==> src/rtl/fetch_port_pkg.sv <==
// fetch_port_pkg: shared types and constants for the instruction-fetch responder
package fetch_port_pkg;
    typedef enum logic {IDLE = 1'b0, BUSY = 1'b1} state_t;
    localparam int WORD_BYTES = 4;
    localparam int TAG_W = 29;
    localparam logic [31:0] NOP_INSTR = 32'h0000_0013;
    function automatic logic [TAG_W-1:0] tag_of(input logic [31:2] word);
        return word[31:3];
    endfunction
endpackage

==> src/rtl/fetch_buffer.sv <==
// fetch_buffer: 2-entry direct-mapped word store with lookup, probe, one write port and clear
module fetch_buffer
    import fetch_port_pkg::*;
(
    input  logic        clk,
    input  logic        reset,
    input  logic        clear,
    input  logic [31:2] lookup_addr,
    output logic        lookup_hit,
    output logic [31:0] lookup_data,
    input  logic [31:2] probe_addr,
    output logic        probe_hit,
    input  logic        wr_en,
    input  logic [31:2] wr_addr,
    input  logic [31:0] wr_data
);
    logic [1:0]       valid;
    logic [TAG_W-1:0] tag  [2];
    logic [31:0]      data [2];

    always_ff @(posedge clk or negedge reset) begin
        if (!reset) valid <= '0;
        else if (clear) valid <= '0;
        else if (wr_en) valid[wr_addr[2]] <= 1'b1;
    end

    always_ff @(posedge clk) begin
        if (wr_en) begin
            tag[wr_addr[2]]  <= tag_of(wr_addr);
            data[wr_addr[2]] <= wr_data;
        end
    end

    assign lookup_hit  = valid[lookup_addr[2]] && tag[lookup_addr[2]] == tag_of(lookup_addr);
    assign lookup_data = lookup_hit ? data[lookup_addr[2]] : '0;
    assign probe_hit   = valid[probe_addr[2]] && tag[probe_addr[2]] == tag_of(probe_addr);
endmodule

==> src/rtl/fetch_port.sv <==
// fetch_port: fetch responder serving lookups from a word buffer filled and prefetched over req/ack
module fetch_port
    import fetch_port_pkg::*;
#(
    parameter bit PREFETCH        = 1'b1,
    parameter int MEM_LATENCY_MAX = 0
) (
    input  logic        clk,
    input  logic        reset,
    input  logic [31:0] fetch_address,
    output logic [31:0] fetch_data,
    output logic        fetch_ready,
    input  logic        invalidate_all,
    output logic        mem_req,
    output logic [31:0] mem_addr,
    input  logic        mem_ack,
    input  logic [31:0] mem_rdata,
    output logic        bus_timeout
);
    localparam int WD_W = MEM_LATENCY_MAX > 0 ? $clog2(MEM_LATENCY_MAX + 1) : 1;

    state_t      state, state_nx;
    logic        drop, hit, pf_hit, fill, req_nx;
    logic [31:2] mem_word, addr_nx, pf_word;
    logic        unused_addr_bits;

    assign unused_addr_bits = ^fetch_address[1:0];
    assign pf_word  = fetch_address[31:2] + 30'd1;
    // a response issued before an invalidate must never land in the buffer
    assign fill     = state == BUSY && mem_ack && !drop && !invalidate_all;
    assign mem_addr = {mem_word, 2'b00};

    fetch_buffer u_buf (
        .clk         (clk),
        .reset       (reset),
        .clear       (invalidate_all),
        .lookup_addr (fetch_address[31:2]),
        .lookup_hit  (hit),
        .lookup_data (fetch_data),
        .probe_addr  (pf_word),
        .probe_hit   (pf_hit),
        .wr_en       (fill),
        .wr_addr     (mem_word),
        .wr_data     (mem_rdata)
    );

    assign fetch_ready = hit;

    always_ff @(posedge clk or negedge reset) begin
        if (!reset) begin
            state    <= IDLE;
            mem_req  <= 1'b0;
            mem_word <= '0;
            drop     <= 1'b0;
        end else begin
            state    <= state_nx;
            mem_req  <= req_nx;
            mem_word <= addr_nx;
            drop     <= state == BUSY && !mem_ack && (drop || invalidate_all);
        end
    end

    always_comb begin
        state_nx = state == BUSY ? (mem_ack ? IDLE : BUSY)
                                 : ((!hit || (PREFETCH && !pf_hit)) ? BUSY : IDLE);
    end

    // demand miss wins over prefetch; the address only moves when a new request starts
    always_comb begin
        req_nx  = state_nx == BUSY;
        addr_nx = (state == IDLE && state_nx == BUSY) ? (hit ? pf_word : fetch_address[31:2])
                                                      : mem_word;
    end

    if (MEM_LATENCY_MAX > 0) begin : g_wd
        logic [WD_W-1:0] wd_cnt;
        always_ff @(posedge clk or negedge reset) begin
            if (!reset) begin
                wd_cnt      <= '0;
                bus_timeout <= 1'b0;
            end else if (state != BUSY || mem_ack) begin
                wd_cnt <= '0;
            end else if (wd_cnt != WD_W'(MEM_LATENCY_MAX)) begin
                wd_cnt <= wd_cnt + 1'b1;
                if (wd_cnt == WD_W'(MEM_LATENCY_MAX - 1)) bus_timeout <= 1'b1;
            end
        end
    end else begin : g_no_wd
        assign bus_timeout = 1'b0;
    end
endmodule
==> config.mk <==
export PLATFORM = sky130hd
export DESIGN_NAME = fetch_port
export DESIGN_NICKNAME = d
export VERILOG_FILES = /design/src/rtl/fetch_port_pkg.sv /design/src/rtl/fetch_buffer.sv /design/src/rtl/fetch_port.sv
export SDC_FILE = /design/constraint.sdc
export NUM_CORES = 1
export LEC_CHECK = 0
export CAP_MARGIN = 20
export CORE_UTILIZATION = 54
export CTS_CLUSTER_SIZE = 24
export DETAILED_ROUTE_END_ITERATION = 16
export PLACE_DENSITY_LB_ADDON = 0.08
export SLEW_MARGIN = 20
export SYNTH_ARGS = -nofsm -noshare
export SYNTH_HDL_FRONTEND = slang
export SYNTH_HIERARCHICAL = 1
export SYNTH_SLANG_ARGS = --single-unit
export TNS_END_PERCENT = 50
==> constraint.sdc <==
create_clock -name clk -period 4.3 [get_ports clk]
set_input_delay 0.86 -clock clk [delete_from_list [all_inputs] [get_ports clk]]
set_output_delay 0.86 -clock clk [all_outputs]
set_load 0.01 [all_outputs]
# After elaboration in Yosys (flattened, before gate mapping)
# Memories as Yosys holds them, arrays and structs flattened.
# Index checks and enable logic that the tools add are counted.
[classes]
n_addsub = 1
n_lt_le_gt_ge = 4
eq_ne = 2
muxes = 15
n_bitwise = 2
n_reduce_logical = 17
[ops]
columns = ["op", "n"]
rows = [
  ["29-bit equality test", 2],
  ["32-bit two-way mux", 1],
  ["30-bit by 1-bit adder with 30-bit output, second input constant", 1],
  ["30-bit two-way mux", 1],
  ["1-bit two-way mux", 10],
  ["1-bit logical AND", 9],
  ["1-bit by 2-bit less-than comparator with 1-bit output, second input constant", 3],
  ["1-bit zero test", 5],
  ["2-bit two-way mux", 2],
  ["1-bit logical OR", 2],
  ["2-bit OR", 1],
  ["2-bit nonzero test", 1],
  ["1-bit demux with 1-bit select", 1],
  ["1-bit >= comparator, second input constant", 1],
  ["1-bit inverter", 1],
]
[totals]
reg_bits = 34
ram_bits = 122
in_bits = 68
out_inout_bits = 67
elab_cells = 47
mem_count = 2
[memory_table]
columns = ["name", "words", "word_bits", "read_ports", "rd_ports_with_merged_regs", "wr", "line_no", "source"]
rows = [
  ["u_buf.data", 2, 32, 1, 0, 1, "fetch_buffer.sv:19", "logic [31:0] data [2];"],
  ["u_buf.tag", 2, 29, 2, 0, 1, "fetch_buffer.sv:18", "logic [TAG_W-1:0] tag [2];"],
]

# Logic depth before layout (Yosys ltp)
# Gate-level depths: netlist of run 1.
[logic_depth]
depth_word = 9
depth_mapped = 16
mapped_depth_nobuf = 13

# By module
# The synthesis of run 1 kept the hierarchy.
[by_module_without_submodules]
columns = ["mod", "n_inst", "cells_per_inst", "area_each_um2", "seq_area_each_um2"]
rows = [
  ["fetch_buffer", 1, 356, 5730.5, 3713.6],
  ["fetch_port", 1, 276, 2302.2, 800.8],
]

# Least setup slack after synthesis of run 1
# No wires, ideal clock.
[synth_timing]
kind = "input-to-reg"
start = "input invalidate_all"
end = "memory u_buf.data[0][0] (enable)"
setup_ns = 0.489
t_arrival_ns = 3.903
t_required_ns = 3.811
slack_ns = -0.092
stages = 3
path_buffers = 0
path_cell_list = "nor2_1 and3_1 nor2b_1"
[synth_between]
elab_chain_cells = 4
[synth_lines]
columns = ["element", "line_no", "source"]
rows = [
  ["start: declaration", "fetch_port.sv:13", "input logic invalidate_all,"],
  ["1-bit zero test", "fetch_port.sv:30", "assign fill = state == BUSY && mem_ack && !drop && !invalidate_all;"],
  ["1-bit logical AND", "fetch_port.sv:30", ""],
  ["named net fill", "fetch_port.sv:23", "logic drop, hit, pf_hit, fill, req_nx;"],
  ["1-bit two-way mux", "fetch_buffer.sv:28", "if (wr_en) begin"],
  ["1-bit two-way mux (not written as such)", "fetch_buffer.sv:30", "data[wr_addr[2]] <= wr_data;"],
  ["end: declaration", "fetch_buffer.sv:19", ""],
]
# The timed path passes the listed nets, and every way through them passes these cells.

# Final worst setup path of run 1
[layout_timing]
start = "input fetch_address[2]"
end = "output fetch_data[6]"
[layout_between]
elab_chain_cells = 4
elab_cells_between_ends = 7
cone_classes = "eq/ne (1); mux (3); reduce/logical (1); memory (2)"
[layout_lines]
columns = ["element", "line_no", "source"]
rows = [
  ["start: declaration", "fetch_port.sv:10", "input logic [31:0] fetch_address,"],
  ["memory 2 x 29 bit or 1-bit two-way mux (tied branches)", "n/a", ""],
  ["29-bit equality test or 1-bit two-way mux (tied branches)", "fetch_buffer.sv:34", "assign lookup_hit = valid[lookup_addr[2]] && tag[lookup_addr[2]] == tag_of(lookup_addr);"],
  ["1-bit logical AND", "fetch_buffer.sv:34", ""],
  ["32-bit two-way mux *", "fetch_buffer.sv:35", "assign lookup_data = lookup_hit ? data[lookup_addr[2]] : '0;"],
  ["end: declaration", "fetch_port.sv:11", "output logic [31:0] fetch_data,"],
]
# Mark *: on every way between the ends. The rest lies on a longest branch, timed or not. The select of a mux whose other input is x is not followed.

==> run_results.csv, run 1 <==
group,metric,value,unit
drt,vias_per_cell,5.51,
cts,path_clk_slew,70,ps
sta,whs,495,ps
cts,clk_latency,430,ps
floorplan,rows,44,
sta,rsz0062_at_grt,"no",
global_routing,grt_max_degree,40,
synth,synth_area,0.00803,mm^2
critical_path,worstReg2RegStart,"u_buf/tag[1][27]",
synth,ys_seq_elements,156,
critical_path,endpoint_kind,"output pin",
critical_path,cp.required,3440,ps
power,power.leakage,4.19,nW
placement,place_congestion,0.910,
cts,cts.sinks,156,
power,vdd_ir_drop_max,0.363,mV
final_layout,areaGrowthSynthToFinish,33.1,%
drt,firstDrtPassIters,5,
power,p_per_area,453,mW/mm^2
cts,post-cts-setup-buffers,0,
synth,seq_area_frac_synth,56.2,%
synth,synth_top_area_cell,"edfxtp_1",
critical_path,reg2reg_depth,13,
placement,dp_cells,987,
drt,drt-initial-drc-count,419,
synth,async_reset_ff_share,21.8,%
sta,setup_slack,68.3,ps
placement,hpwl,14.3,mm
sta,hold_viol,0,
drt,drt_wl_total,20.1,mm
synth,synth_edf_count,122,
hold_path,min_to,"drop",
synth,synth_area_per_cell,12.7,um^2
critical_path,rrSetupSlack,900,ps
global_routing,grt.busiest_layer,"met2",
global_routing,grt_pass1_vias,5700,
synth,synth_cells,632,
synth,synthTopCellsByArea,"edfxtp_1 46%, mux2i_1 11%, dfrtp_1 11%",
final_layout,diodes,0,
final_layout,fin_cells,1020,
cts,cts_max_level,4,
sta,clock-skew-final,9.76,ps
global_routing,grt_pass1_wl,30.6,mm
job,drv_cap,0,
drt,wire_per_inst,19.7,um
floorplan,io_pins,135,
synth,yosysWarnings,6,
sta,slew_headroom,59.0,%
floorplan,start_util,55.3,%
global_routing,use_met1,35.8,%
sta,min_period,4230,ps
global_routing,grt_usage,27.7,%
final_layout,drive_above_1_share,20.1,%
sta,period_share,98.4,%
critical_path,critPathKind,"in2out",
floorplan,die_h,124,um
global_routing,gr-usage-met2,46.0,%
drt,drc,0,
hold_path,hold_path_class,"reg2reg",
critical_path,start_kind,"primary input",
sta,finalSetupTns,0,ps
sta,worstMarginPinSlew,614,ps
critical_path,r2r_end,"mem_word[25]",
global_routing,antenna_found_initial,0,
critical_path,path_max_fanout,17,
hold_path,whs_path_depth,2,
global_routing,grtUsageMet3,5.36,%
floorplan,core_area,0.0145,mm^2
sta,setup_viol,0,
synth,netlist.area_leader.share,45.6,%
floorplan,dieArea,0.0154,mm^2
drt,vias,5616,
cts,clock_path_buffers,2,
placement,pre_cts_ws,-371,ps
sta,finalMaxSlewViolations,0,
drt,postRouteAntennaNets,0,
power,p_total,4.84,mW
final_layout,nets,892,
synth,synth.distinct_cells,44,
global_routing,grt-ovfl-total,0,
outcome,status,"completed",
hold_path,min-delay-start,"drop",
synth,synth_flop_cell,"edfxtp_1",
cts,cts_buffers,17,
placement,portBuffers,129,
cts,cts_tree,"built",
critical_path,arrival,3370,ps
cts,clock-root-buffer,"clkbuf_16",
sta,max_freq,236,MHz
floorplan,die_x,124,um
[how the worst max path moves through the flow]
stage,from,endpoint,slack [ps]
finish,fetch_address[2],fetch_data[6],70
global route,fetch_address[2],fetch_data[6],5
CTS,fetch_address[30],fetch_data[12],-90
detailed placement,fetch_address[18],mem_word[2],-370
global placement,fetch_address[18],mem_word[18],-350
floorplan,fetch_address[2],mem_word[23],620
[cells in the mapped netlist, drive strengths merged, types with 6 or more instances]
cell type	count
buf	27
edfxtp	122
nor2	23
xnor2	71
nor4	21
nand2	52
and3	6
nand4	16
xor2	40
o21ai	34
dfrtp	34
nor3	42
clkbuf	14
nand3	15
mux2i	91
[worst max-delay path: stages]
cell             delay (ps)
buf_4                   170
buf_12                  180
mux2i_4                 250
xor2_1                  250
nand4_1                 130
or4_4                   600
buf_12                  200
nor3_2                  170
clkdlybuf4s50_1         550
[placed cells by master (no fill, tap or decap), types with 2 or more instances in the layout]
master / count
edfxtp_1: 122
clkdlybuf4s50_1: 96
mux2i_1: 90
buf_4: 75
xnor2_1: 71
nand2_1: 51
xor2_1: 39
dfrtp_1: 34
nor3_2: 30
o21ai_0: 26
dlygate4sd2_1: 26
nor2_1: 20
clkbuf_16: 17
nand4_1: 15
nor4_1: 14
nand3_1: 12
nor3_1: 11
o21ai_1: 8
buf_12: 7
and3_1: 6
nor4_2: 6
dlymetal6s2s_1: 6
inv_1: 4
nor2_2: 3
conb_1: 3
clkinv_2: 3
inv_6: 3
o211ai_1: 3
and4_1: 2
nand3_2: 2
bufinv_16: 2
inv_8: 2
clkinv_4: 2
clkinvlp_4: 2
[through the flow]
step | utilization [%] | instance area (um^2)
5_1_grt | 73.6 | 10700
4_1_cts | 73.1 | 10600
3_5_place_dp | 69.0 | 10000
2_1_floorplan | - | 8040
6_report | 73.6 | 10700
3_3_place_gp | 69.0 | 10000
[per-layer routing]
| layer | wire length, um | part of all wire [%] | up-vias |
|---|---|---|---|
| met5 | 0 | 0 | - |
| met4 | 552 | 2.7 | 0 |
| met1 | 8320 | 41 | 2702 |
| met3 | 1280 | 6.3 | 32 |
| li1 | - | - | 2667 |
| met2 | 9980 | 50 | 215 |
[cells by family (layout without fill, tap and decap cells)]
kind of cell	Yosys count	after routing	share of synthesized area, %
AOI/OAI and AO/OA	40	40	2.68
xor gates and xnor gates	111	111	12.1
adders and majority gates	1	1	0.156
buffers and inverters	45	247	3.26
DFF	156	156	56.2
muxes	91	91	11.3
other	1	3	0.0467
and+or+nand+nor	187	187	14.2
[state kept, by name, indices dropped and copies added (netlist names)]
name and flops:
mem_word 30, drop 1, u_buf/data 64, u_buf/valid 2
state 1, u_buf/tag 58
[power breakdown]
group / internal (mW) / total, mW / switching [mW]
clock: 0.863 / 1.49 / 0.628
sequential: 2.00 / 2.20 / 0.199
combinational: 0.568 / 1.15 / 0.579
[what timing repair did]
item                                    CTS  global route
hold endpoints to repair                  0             0
hold buffers                              0             0
resized for setup                        29            14
endpoints found under the setup margin   33            39
cloned                                    1             0
pin swaps                                 1             0
[layout make-up]
cell class                      count  area, um^2
Clock buffer                       17         425
Clock inverter                     15         160
Fill cell                        1040        3840
Inverter                            4        15.0
Multi-Input combinational cell    433        3350
Sequential cell                   156        4510
Tap cell                          184         230
Timing Repair Buffer              211        2000
Note: power is estimated with default switching activity, not from simulation.
==> run 2: changes to the inputs <==
GPL_TIMING_DRIVEN = 0   (was default)
==> run_results.csv, run 2 (synthesis gave the netlist of run 1 again) <==
group,metric,value,unit
outcome,status,"completed",
critical_path,r2r_end,"mem_word[8]",
sta,whs,397,ps
final_layout,final_common_cell,"edfxtp_1",
cts,cts_tree,"built",
critical_path,reg2reg_depth,13,
final_layout,final_area,0.0104,mm^2
power,power.leakage,3.82,nW
global_routing,grt_max_degree,35,
cts,clock_path_buffers,2,
drt,postRouteAntennaNets,0,
cts,cts.sinks,156,
placement,portBuffers,129,
global_routing,antenna_found_initial,0,
global_routing,grt_pass1_vias,5478,
power,p_int,3.32,mW
global_routing,grt-ovfl-total,0,
critical_path,arrival,3380,ps
placement,hpwl,14.3,mm
critical_path,start_kind,"primary input",
cts,cts_max_level,4,
sta,clock-skew-final,8.42,ps
critical_path,cp.required,3440,ps
drt,drc,0,
sta,hold_viol,0,
critical_path,critPathKind,"in2out",
final_layout,drive_above_1_share,17.5,%
sta,worstMarginPinSlew,1070,ps
sta,min_period,4240,ps
final_layout,areaGrowthSynthToFinish,30.0,%
sta,finalMaxSlewViolations,0,
sta,setup_viol,0,
placement,post_dp_cell_area,0.00965,mm^2
sta,period_share,98.7,%
power,vdd_ir_drop_max,0.361,mV
sta,slew_headroom,28.8,%
power,pwr-share-comb,24.2,%
cts,clock-root-buffer,"clkbuf_16",
drt,vias,5498,
critical_path,path_max_fanout,10,
critical_path,rrSetupSlack,770,ps
floorplan,start_util,55.3,%
final_layout,final_util,71.8,%
power,seqPwrFrac,46.3,%
floorplan,rows,44,
critical_path,worstReg2RegStart,"u_buf/tag[1][4]",
job,drv_cap,0,
floorplan,core_area,0.0145,mm^2
global_routing,grt_pass1_wl,30.4,mm
final_layout,final_cell_mix,"122 x edfxtp_1, 91 x clkdlybuf4s50_1, 86 x mux2i_1, 71 x xnor2_1, 51 x nand2_1",
floorplan,die_x,124,um
cts,clk_latency,430,ps
sta,max_freq,236,MHz
drt,drt_wl_total,20.1,mm
drt,wire_per_inst,20.3,um
drt,firstDrtPassIters,6,
global_routing,grt_usage,27.5,%
placement,place_congestion,0.863,
final_layout,fillerInstances,1047,
power,power_switching,1.46,mW
critical_path,endpoint_kind,"output pin",
final_layout,nets,861,
cts,path_clk_slew,60,ps
power,p_per_area,458,mW/mm^2
drt,vias_per_cell,5.56,
power,p_sw_share,30.6,%
power,p_clk_share,29.6,%
drt,drt-initial-drc-count,418,
hold_path,hold_path_class,"in2async",
floorplan,die_h,124,um
cts,cts_buffers,17,
final_layout,diodes,0,
floorplan,dieArea,0.0154,mm^2
final_layout,largest_reg_flops,64,
floorplan,io_pins,135,
run 2: how the worst max path moves through the flow:
stage | to | start | slack [ps] | depth (start not counted)
6_report | fetch_ready | fetch_address[23] | 60 | 9
4_1_cts | fetch_data[25] | fetch_address[2] | 0.3 | 11
5_1_grt | fetch_data[13] | fetch_address[2] | -2 | 11
2_1_floorplan | mem_word[23] | fetch_address[2] | 620 | 13
3_3_place_gp | fetch_ready | fetch_address[2] | -1730 | 12
3_5_place_dp | fetch_ready | fetch_address[2] | -1710 | 12
run 2: final cells by class:
cell class	count	area [um^2]	area share (%)
tap	184	230	2.20
clock inverter	15	134	1.28
sequential	156	4510	43.2
timing repair buffer	139	1420	13.6
multi-input combinational	433	3370	32.2
clock buffer	17	425	4.07
inverter	4	15.0	0.144
buffer	41	337	3.22
run 2: timing repair:
item / in CTS / in global routing
gates resized for setup: 84 / 48
endpoints found under the hold margin: 0 / 0
endpoints found under the setup margin: 64 / 64
hold buffers: 0 / 0
cloned: 1 / 0
buffers inserted: 3 / 2
pin swaps: 3 / 5
run 2: metrics by stage:
stage / total power, mW / TNS [ps] / worst slack, ps / instances
global placement: 3.29 / -109120 / -1730 / 947
global route: 4.98 / -3.57 / -1.80 / 989
detailed placement: 3.34 / -82190 / -1710 / 951
finish: 4.78 / 0 / 55.4 / 989
CTS: 4.78 / 0 / 0.345 / 987
floorplan: 2.71 / 0 / 617 / 634
run 2: critical path: stages:
cell,delay (ps)
clkdlybuf4s50_1,630
xnor2_1,210
a221oi_1,260
nand3_1,160
or4_4,450
buf_4,190
buf_6,160
nor2_4,190
clkdlybuf4s15_2,250
run 2: per-layer routing:
| layer | share of wire [%] | global-route usage, % |
|---|---|---|
| met1 | 42 | 35.2 |
| met2 | 50 | 46.5 |
| met3 | 5.1 | 4.67 |
| met4 | 2.4 | 10.9 |
| met5 | 0 | 0 |
run 2: power groups by stage:
stage	registers, mW	logic (mW)	clock network, mW
2_1_floorplan	2.25	0.465	0
3_3_place_gp	2.22	1.07	0
3_5_place_dp	2.23	1.11	0
4_1_cts	2.21	1.14	1.44
5_1_grt	2.24	1.25	1.49
6_report	2.21	1.15	1.41
